### src/rtl/exe_muldiv.sv
// Multi-cycle multiply/divide unit with HI/LO result registers.
// Multiplies take MUL_CYCLES cycles. Divides use radix-2 restoring division plus one sign-fix cycle.
module exe_muldiv #(
    parameter int WIDTH      = 32,
    parameter int MUL_CYCLES = 2
) (
    input  logic             clk,
    input  logic             rst,
    input  logic             start,
    input  logic [1:0]       op,
    input  logic [WIDTH-1:0] src1,
    input  logic [WIDTH-1:0] src2,
    input  logic             cancel,
    input  logic             hi_we,
    input  logic             lo_we,
    input  logic [WIDTH-1:0] wdata,
    output logic [WIDTH-1:0] hi,
    output logic [WIDTH-1:0] lo,
    output logic             busy,
    output logic             done,
    output logic             arith_stall
);

    // state  | meaning
    // S_IDLE | waiting for start; direct HI/LO writes allowed
    // S_MUL  | product settling, cnt counts down MUL_CYCLES
    // S_DIV  | one restoring-division quotient bit per cycle
    // S_FIX  | sign correction and zero-divisor override
    // S_DONE | commit result to HI/LO, pulse done
    typedef enum logic [2:0] {S_IDLE, S_MUL, S_DIV, S_FIX, S_DONE} state_t;

    localparam int CNT_MAX = (WIDTH > MUL_CYCLES) ? WIDTH : MUL_CYCLES;
    localparam int CW      = $clog2(CNT_MAX + 1);
    localparam logic [CW-1:0] DIV_LOAD = CW'(WIDTH - 1);
    localparam logic [CW-1:0] MUL_LOAD = CW'(MUL_CYCLES - 1);

    state_t             state, state_nxt;
    logic [1:0]         op_q;
    logic [WIDTH-1:0]   a_q, b_q, quo, rem;
    logic [CW-1:0]      cnt;

    logic               is_signed, a_neg, b_neg, div_zero, src1_neg, ge;
    logic [WIDTH-1:0]   b_mag, rem_nxt, rem_sub, res_hi, res_lo;
    logic [WIDTH:0]     rem_sh;
    logic [2*WIDTH-1:0] a_ext, b_ext, prod;

    always_comb begin
        is_signed = ~op_q[0];
        a_neg     = is_signed & a_q[WIDTH-1];
        b_neg     = is_signed & b_q[WIDTH-1];
        b_mag     = b_neg ? -b_q : b_q;
        div_zero  = (b_q == '0);
        src1_neg  = ~op[0] & src1[WIDTH-1];
        a_ext     = is_signed ? {{WIDTH{a_q[WIDTH-1]}}, a_q} : {{WIDTH{1'b0}}, a_q};
        b_ext     = is_signed ? {{WIDTH{b_q[WIDTH-1]}}, b_q} : {{WIDTH{1'b0}}, b_q};
        prod      = a_ext * b_ext;
        // Partial remainder never exceeds WIDTH bits once the divisor is subtracted.
        rem_sh    = {rem, quo[WIDTH-1]};
        ge        = (rem_sh >= {1'b0, b_mag});
        rem_sub   = rem_sh[WIDTH-1:0] - b_mag;
        rem_nxt   = ge ? rem_sub : rem_sh[WIDTH-1:0];
        res_hi    = op_q[1] ? rem : prod[2*WIDTH-1:WIDTH];
        res_lo    = op_q[1] ? quo : prod[WIDTH-1:0];
    end

    always_comb begin
        state_nxt = state;
        case (state)
            S_IDLE: if (start && !cancel) state_nxt = op[1] ? S_DIV : S_MUL;
            S_MUL:  if (cancel) state_nxt = S_IDLE; else if (cnt == '0) state_nxt = S_DONE;
            S_DIV:  if (cancel) state_nxt = S_IDLE; else if (cnt == '0) state_nxt = S_FIX;
            S_FIX:  state_nxt = cancel ? S_IDLE : S_DONE;
            S_DONE: state_nxt = S_IDLE;
            default: state_nxt = S_IDLE;
        endcase
    end

    assign busy        = (state != S_IDLE);
    assign done        = (state == S_DONE) && !cancel;
    assign arith_stall = ((state == S_IDLE) && start && !cancel)
                       || (state == S_MUL) || (state == S_DIV) || (state == S_FIX);

    always_ff @(posedge clk or posedge rst) begin
        if (rst) state <= S_IDLE;
        else     state <= state_nxt;
    end

    always_ff @(posedge clk or posedge rst) begin
        if (rst) begin
            op_q <= '0;
            a_q  <= '0;
            b_q  <= '0;
            quo  <= '0;
            rem  <= '0;
            cnt  <= '0;
            hi   <= '0;
            lo   <= '0;
        end else begin
            case (state)
                S_IDLE: if (start && !cancel) begin
                    op_q <= op;
                    a_q  <= src1;
                    b_q  <= src2;
                    quo  <= src1_neg ? -src1 : src1;
                    rem  <= '0;
                    cnt  <= op[1] ? DIV_LOAD : MUL_LOAD;
                end
                S_MUL: cnt <= cnt - CW'(1);
                S_DIV: begin
                    quo <= {quo[WIDTH-2:0], ge};
                    rem <= rem_nxt;
                    cnt <= cnt - CW'(1);
                end
                S_FIX: begin
                    // A zero divisor bypasses sign correction: all-ones quotient, raw dividend remainder.
                    if (div_zero) begin
                        quo <= '1;
                        rem <= a_q;
                    end else begin
                        quo <= (a_neg ^ b_neg) ? -quo : quo;
                        rem <= a_neg ? -rem : rem;
                    end
                end
                default: ;
            endcase
            if ((state == S_IDLE) || (state == S_DONE)) begin
                if (hi_we) hi <= wdata;
                if (lo_we) lo <= wdata;
            end
            if (done) begin
                if (!hi_we) hi <= res_hi;
                if (!lo_we) lo <= res_lo;
            end
        end
    end

endmodule

### config.mk
export PLATFORM = sky130hd
export DESIGN_NAME = exe_muldiv
export DESIGN_NICKNAME = d
export VERILOG_FILES = /design/src/rtl/exe_muldiv.sv
export SDC_FILE = /design/constraint.sdc
export NUM_CORES = 2
export LEC_CHECK = 0
export ABC_CLOCK_PERIOD_IN_PS = 17000
export BUFFER_PORTS_ARGS = -buffer_cell sky130_fd_sc_hd__buf_2
export CORE_MARGIN = 4
export CORE_UTILIZATION = 40
export DETAILED_ROUTE_END_ITERATION = 7
export GPL_TIMING_DRIVEN = 0
export PLACE_DENSITY_LB_ADDON = 0.12
export REMOVE_ABC_BUFFERS = 1
export SETUP_SLACK_MARGIN = 0.2
export SLEW_MARGIN = 20
export SYNTH_ARGS = -nofsm -noshare
export SYNTH_HDL_FRONTEND = slang
export SYNTH_SLANG_ARGS = --single-unit
### constraint.sdc
create_clock -name clk -period 17 [get_ports clk]
set_clock_uncertainty 0.05 [all_clocks]
set_input_delay 0 -clock clk [delete_from_list [all_inputs] [get_ports clk]]
set_output_delay 0 -clock clk [all_outputs]
set_load 0.02 [all_outputs]
# Word level (Yosys, flattened, before mapping)
# Cells that the tools add are included.
# W data, S select, Z words.
# totals
ff_bits,203
output_inout_bits,67
# classes
reduce_logical,21
n_mux,34
n_eq_ne,9
add_sub_neg,6
bitwise,6
n_lt_le_gt_ge,1
n_mul,1
# op_table
cell,n
$mux W32,19
$pmux W32 S3,2
$mux W64,2
$neg A32 Y32,4
$mul A64 B64 Y64,1
$ge A33 B32 Y1,1
$logic_not A32 Y1,1
$sub A32 B32 Y32,1
$mux W3,6
$pmux W3 S4,1
$pmux W6 S2,1
$ne A3 B3 Y1 const B,3
$reduce_and A3 Y1,3
$eq A3 B2 Y1 const B,2
$logic_not A6 Y1,1
$mux W6,1
$reduce_bool A3 Y1,2
$sub A6 B1 Y6 const B,1
$mux W5,1
$logic_and A1 B1 Y1,4
$logic_or A1 B1 Y1,4
$reduce_and A2 Y1,2
$and A1 B1 Y1,3
$eq A3 B1 Y1 const B,1
other kinds (10),11

# Depth between registers and ports, before layout
# logic_depth
depth_word,6
mapped_depth,37
depth_no_buf,34

# Least setup slack after synthesis
# Ideal clock, no wire load.
# synth_path
path_type,reg-to-reg
start,register a_q[31]
end,register hi[31]
setup_ps,104
n_path_buf,4
path_stages_with_launch,33
slack_ps,7452
arrival_time_ps,9394
path_cell_list,dfrtp_1 -> clkbuf_1 -> nor2b_1 -> clkbuf_1 -> clkbuf_1 -> nand2_1 -> fa_1 -> inv_1 -> fa_1 -> fa_1 -> inv_1 -> fa_1 -> inv_1 -> fa_1 -> fa_1 -> fa_1 -> fa_1 -> fa_1 -> inv_1 -> fa_1 -> inv_1 -> ha_1 -> clkbuf_1 -> a21o_1 -> o21bai_1 -> a221o_1 -> a21oi_1 -> o21ai_0 -> a21o_1 -> a21o_1 -> a31oi_1 -> xnor2_1 -> a221oi_1
# synth_via
elab_chain_cells,5
# synth_rtl
element,line_no,rtl
start: declaration,39,"logic [WIDTH-1:0] a_q, b_q, quo, rem;"
start signal: assignment,102,a_q <= src1;
$mux W64,54,"a_ext = is_signed ? {{WIDTH{a_q[WIDTH-1]}}, a_q} : {{WIDTH{1'b0}}, a_q};"
$mul A64 B64 Y64,56,prod = a_ext * b_ext;
$mux W32,62,res_hi = op_q[1] ? rem : prod[2*WIDTH-1:WIDTH];
$mux W32,131,if (!hi_we) hi <= res_hi;
$mux W32,130,if (done) begin
end signal: assignment,127,if (hi_we) hi <= wdata;
end signal: assignment,131,
end: declaration,17,"output logic [WIDTH-1:0] hi,"
# No other way between the ends.
# A chain may end at the register's enable or synchronous reset.

# Worst setup path after layout
# layout_path
start,register a_q[31]
end,register hi[29]
# The elaborated chain is that of the path after synthesis.

==> impl_metrics.py <==
metrics = {
    "logic_synthesis": {
        "ys.warnings.count": 0,
        "yosysSeqAreaShare": 0.08169,
        "synth_cell_types": 72,
        "synth_flop_cell": "sky130_fd_sc_hd__dfrtp_1",
        "netlist.top_cell.by_area": "sky130_fd_sc_hd__fa_1",
        "synth-edff-count": 0,
        "netlist.area_leader.share": 0.4571,
        "average_cell_area_after_synthesis_um2": 8.958,
        "postSynthRegisterBits": 203,
        "post_synthesis_cell_count": 6942,
        "synth_async_sr_flop_share": 1.000,
        "mappedNetlistArea_um2": 62190,
        "synth_top_cells_by_area": "sky130_fd_sc_hd__fa_1 (46%), sky130_fd_sc_hd__inv_1 (9.4%), sky130_fd_sc_hd__dfrtp_1 (8.2%)",
    },
    "timing": {
        "report.final.setup_viol": 0,
        "timing.hold.ws_ps": 104.8,
        "timing_max_transition_violations_final": 0,
        "grt_setup_unrepaired": "no",
        "layout_worst_path_cycle_share": 0.7137,
        "timing.final.ws_setup_ps": 4868,
        "max_clock_freq_ghz": 0.08242,
        "relSlewSlack": 0.2441,
        "timing.final.hold_violations": 0,
        "tightestPinTransition_ps": 1123,
        "final_critical_path_required_period_ps": 12130,
    },
    "die": {
        "y_dimension_of_the_die_um": 402.3,
        "floorplan.initialDensity": 0.4032,
        "floorplan.die_area_um2": 161800,
        "die_x_um": 402.3,
        "core_area_um2": 154200,
        "num_rows": 144,
        "boundaryPins": 171,
    },
    "clock_network": {
        "clock-root-buffer": "sky130_fd_sc_hd__clkbuf_16",
        "clkSlewWorstSetupHoldPaths_ps": 60,
        "cts_max_level": 1,
        "cts.repair_timing.setup_buffer_count": 0,
        "tritoncts": "built",
        "clkLatencyLatePin_ps": 590,
        "sink_count_of_the_clock_tree": 203,
        "clock_path_buffers": 3,
        "number_of_buffers_inserted_during_clock_tree_synthesis": 27,
    },
    "route": {
        "antenna_left": 0,
        "route.vias.total": 47515,
        "drt-total-wl_um": 211900,
        "detail_route.vias_per_cell": 5.269,
        "drt_pre_antenna_iters": 5,
        "drc": 0,
        "drt-wirelength-per-cell_um": 23.50,
        "first_iter_violations": 3459,
    },
    "cells_and_area": {
        "drive_above_1_share": 0.06166,
        "layout_common_cells": "sky130_fd_sc_hd__inv_1 (1556), sky130_fd_sc_hd__fa_1 (1420), sky130_fd_sc_hd__nand2_1 (861)",
        "antenna-diode-count": 0,
        "nNetsFinal": 8823,
        "area_growth_syn_to_layout_pct": 9.686,
        "layout_commonest_cell": "sky130_fd_sc_hd__inv_1",
    },
    "setup_path": {
        "max_stage_delay_ps": 890,
        "cp_data_required_time_ps": 17480,
        "cp-end-kind": "flip-flop",
        "setup.reg_to_reg.worst_slack_ps": 4870,
        "peak_fanout_along_the_critical_path": 36,
        "setup.worst_path.start_class": "flip-flop",
        "worst_ep_arrival_time_ps": 12610,
        "critPathKind": "reg -> reg",
        "crit_path_frequent_cell": "sky130_fd_sc_hd__fa_1",
        "worstReg2RegStart": "a_q[31]",
        "crit_slowest_cell": "sky130_fd_sc_hd__fa_1",
        "ff2ff_path_depth": 30,
        "worstReg2RegEnd": "hi[29]",
    },
    "job": {
        "max_cap_viol_count": 0,
    },
    "grt": {
        "initial_antenna_violation_count": 12,
        "wire_length_of_the_first_global_routing_pass_um": 329400,
        "number_of_global_route_vias_before_repair": 52905,
        "global_route.usage.total": 0.2666,
        "globalRouteOverflowTotal": 0,
        "grt_start_max_net_pins": 83,
    },
    "placement": {
        "detailedPlace.worstSlack_ps": 5363,
        "globalplace.congestion": 0.9255,
        "hpwl_um": 174000,
        "buffers_on_ports": 170,
    },
    "min_path": {
        "hold_path.class": "in -> reg",
        "hold_end": "b_q[2]",
        "timing.hold.worst.start": "src2[2]",
        "timing.hold.worst_path_depth": 4,
    },
    "status": {
        "outcome": "completed",
    },
}
-- cell usage after synthesis (10+ instances only) --
cell type / count
sky130_fd_sc_hd__or4_1: 15
sky130_fd_sc_hd__buf_1: 43
sky130_fd_sc_hd__xnor2_1: 141
sky130_fd_sc_hd__o21a_1: 15
sky130_fd_sc_hd__dfrtp_1: 203
sky130_fd_sc_hd__clkbuf_1: 350
sky130_fd_sc_hd__nand3_1: 48
sky130_fd_sc_hd__inv_1: 1559
sky130_fd_sc_hd__and2_1: 591
sky130_fd_sc_hd__a21o_1: 58
sky130_fd_sc_hd__fa_1: 1420
sky130_fd_sc_hd__nor4_1: 24
sky130_fd_sc_hd__nor2_1: 165
sky130_fd_sc_hd__ha_1: 346
sky130_fd_sc_hd__nand2b_1: 24
sky130_fd_sc_hd__nand4_1: 23
sky130_fd_sc_hd__o21bai_1: 15
sky130_fd_sc_hd__xor2_1: 66
sky130_fd_sc_hd__o221ai_1: 19
sky130_fd_sc_hd__o21ai_0: 190
sky130_fd_sc_hd__a221oi_1: 11
sky130_fd_sc_hd__mux2i_1: 59
sky130_fd_sc_hd__o32a_1: 10
sky130_fd_sc_hd__and3_1: 40
sky130_fd_sc_hd__nand2_1: 864
sky130_fd_sc_hd__or3_1: 17
sky130_fd_sc_hd__o31ai_1: 31
sky130_fd_sc_hd__nor3b_1: 10
sky130_fd_sc_hd__or2_2: 10
sky130_fd_sc_hd__a31oi_1: 58
sky130_fd_sc_hd__o211ai_1: 22
sky130_fd_sc_hd__a211oi_1: 34
sky130_fd_sc_hd__nor2b_1: 25
sky130_fd_sc_hd__nor3_1: 81
sky130_fd_sc_hd__a21oi_1: 234
-- logic make-up (layout without fill, tap and decap cells) --
| logic type | Yosys count | in the layout | synth area share |
|---|---|---|---|
| simple gates | 1965 | 1965 | 0.1555 |
| xor+xnor | 207 | 207 | 0.02915 |
| mux | 63 | 63 | 0.01022 |
| fa+ha+maj | 1769 | 1769 | 0.5272 |
| flops | 203 | 203 | 0.08169 |
| buf+inv | 1957 | 1989 | 0.1183 |
| compound gates | 778 | 778 | 0.07792 |
-- worst max path at each step --
stage             from       to  slack [ps]  cells past startpoint
6_report       a_q[31]   hi[29]        4870                     30
3_5_place_dp   a_q[31]   hi[29]        5360                     29
5_1_grt        a_q[31]   hi[29]        4500                     30
2_1_floorplan  b_q[18]  quo[21]        6170                      7
4_1_cts        a_q[31]   hi[29]        4790                     30
3_3_place_gp   b_q[18]  rem[24]       -5710                      9
-- state kept, by name, indices dropped and copies added (netlist names) --
name / count
a_q: 32
b_q: 32
cnt: 6
hi: 32
lo: 32
op_q: 2
quo: 32
rem: 32
state: 3
-- layer usage --
layer / routed length, um / GRT usage / share of wire / vias up
li1: - / - / - / 20932
met1: 91120 / 0.3568 / 0.43 / 25004
met2: 101200 / 0.4523 / 0.48 / 1275
met3: 9791 / 0.02379 / 0.046 / 304
met4: 9800 / 0.09821 / 0.046 / 0
met5: 0 / 0 / 0 / -
-- area by class of cell --
class | instances | area [um^2]
Sequential cell | 203 | 5216
Tap cell | 2044 | 2557
Inverter | 1559 | 5862
Clock buffer | 32 | 724.4
Multi-Input combinational cell | 4782 | 49880
Fill cell | 15239 | 86020
Clock inverter | 18 | 239.0
Timing Repair Buffer | 380 | 3734
-- worst max-delay path, delay by kind of cell, from the launching register on --
kind,cells,cell delay (ps)
adder cells (fa/ha/maj),11,6310
AO/OA/AOI/OAI,8,2230
buffers and inverters,7,1670
flip-flops,1,860
AND/OR/NAND/NOR,3,660
XOR/XNOR,1,210
-- timing repair --
action	4_1_cts	5_1_grt
gates resized for setup	0	0
hold endpoints to repair	303	0
hold buffers	121	0
-- metrics by stage --
step,TNS (ps),cell area (um^2),utilization,instances
final,0,68210,0.4423,9018
after CTS,0,68210,0.4423,9018
after global placement,-287740,64090,0.4156,8758
after global routing,0,68210,0.4423,9018
after floorplan,0,60680,-,6544
after detailed placement,0,66040,0.4282,8847
Power is not shown: default switching activity piles up to over one toggle a cycle in this logic, so the estimate is an artifact.
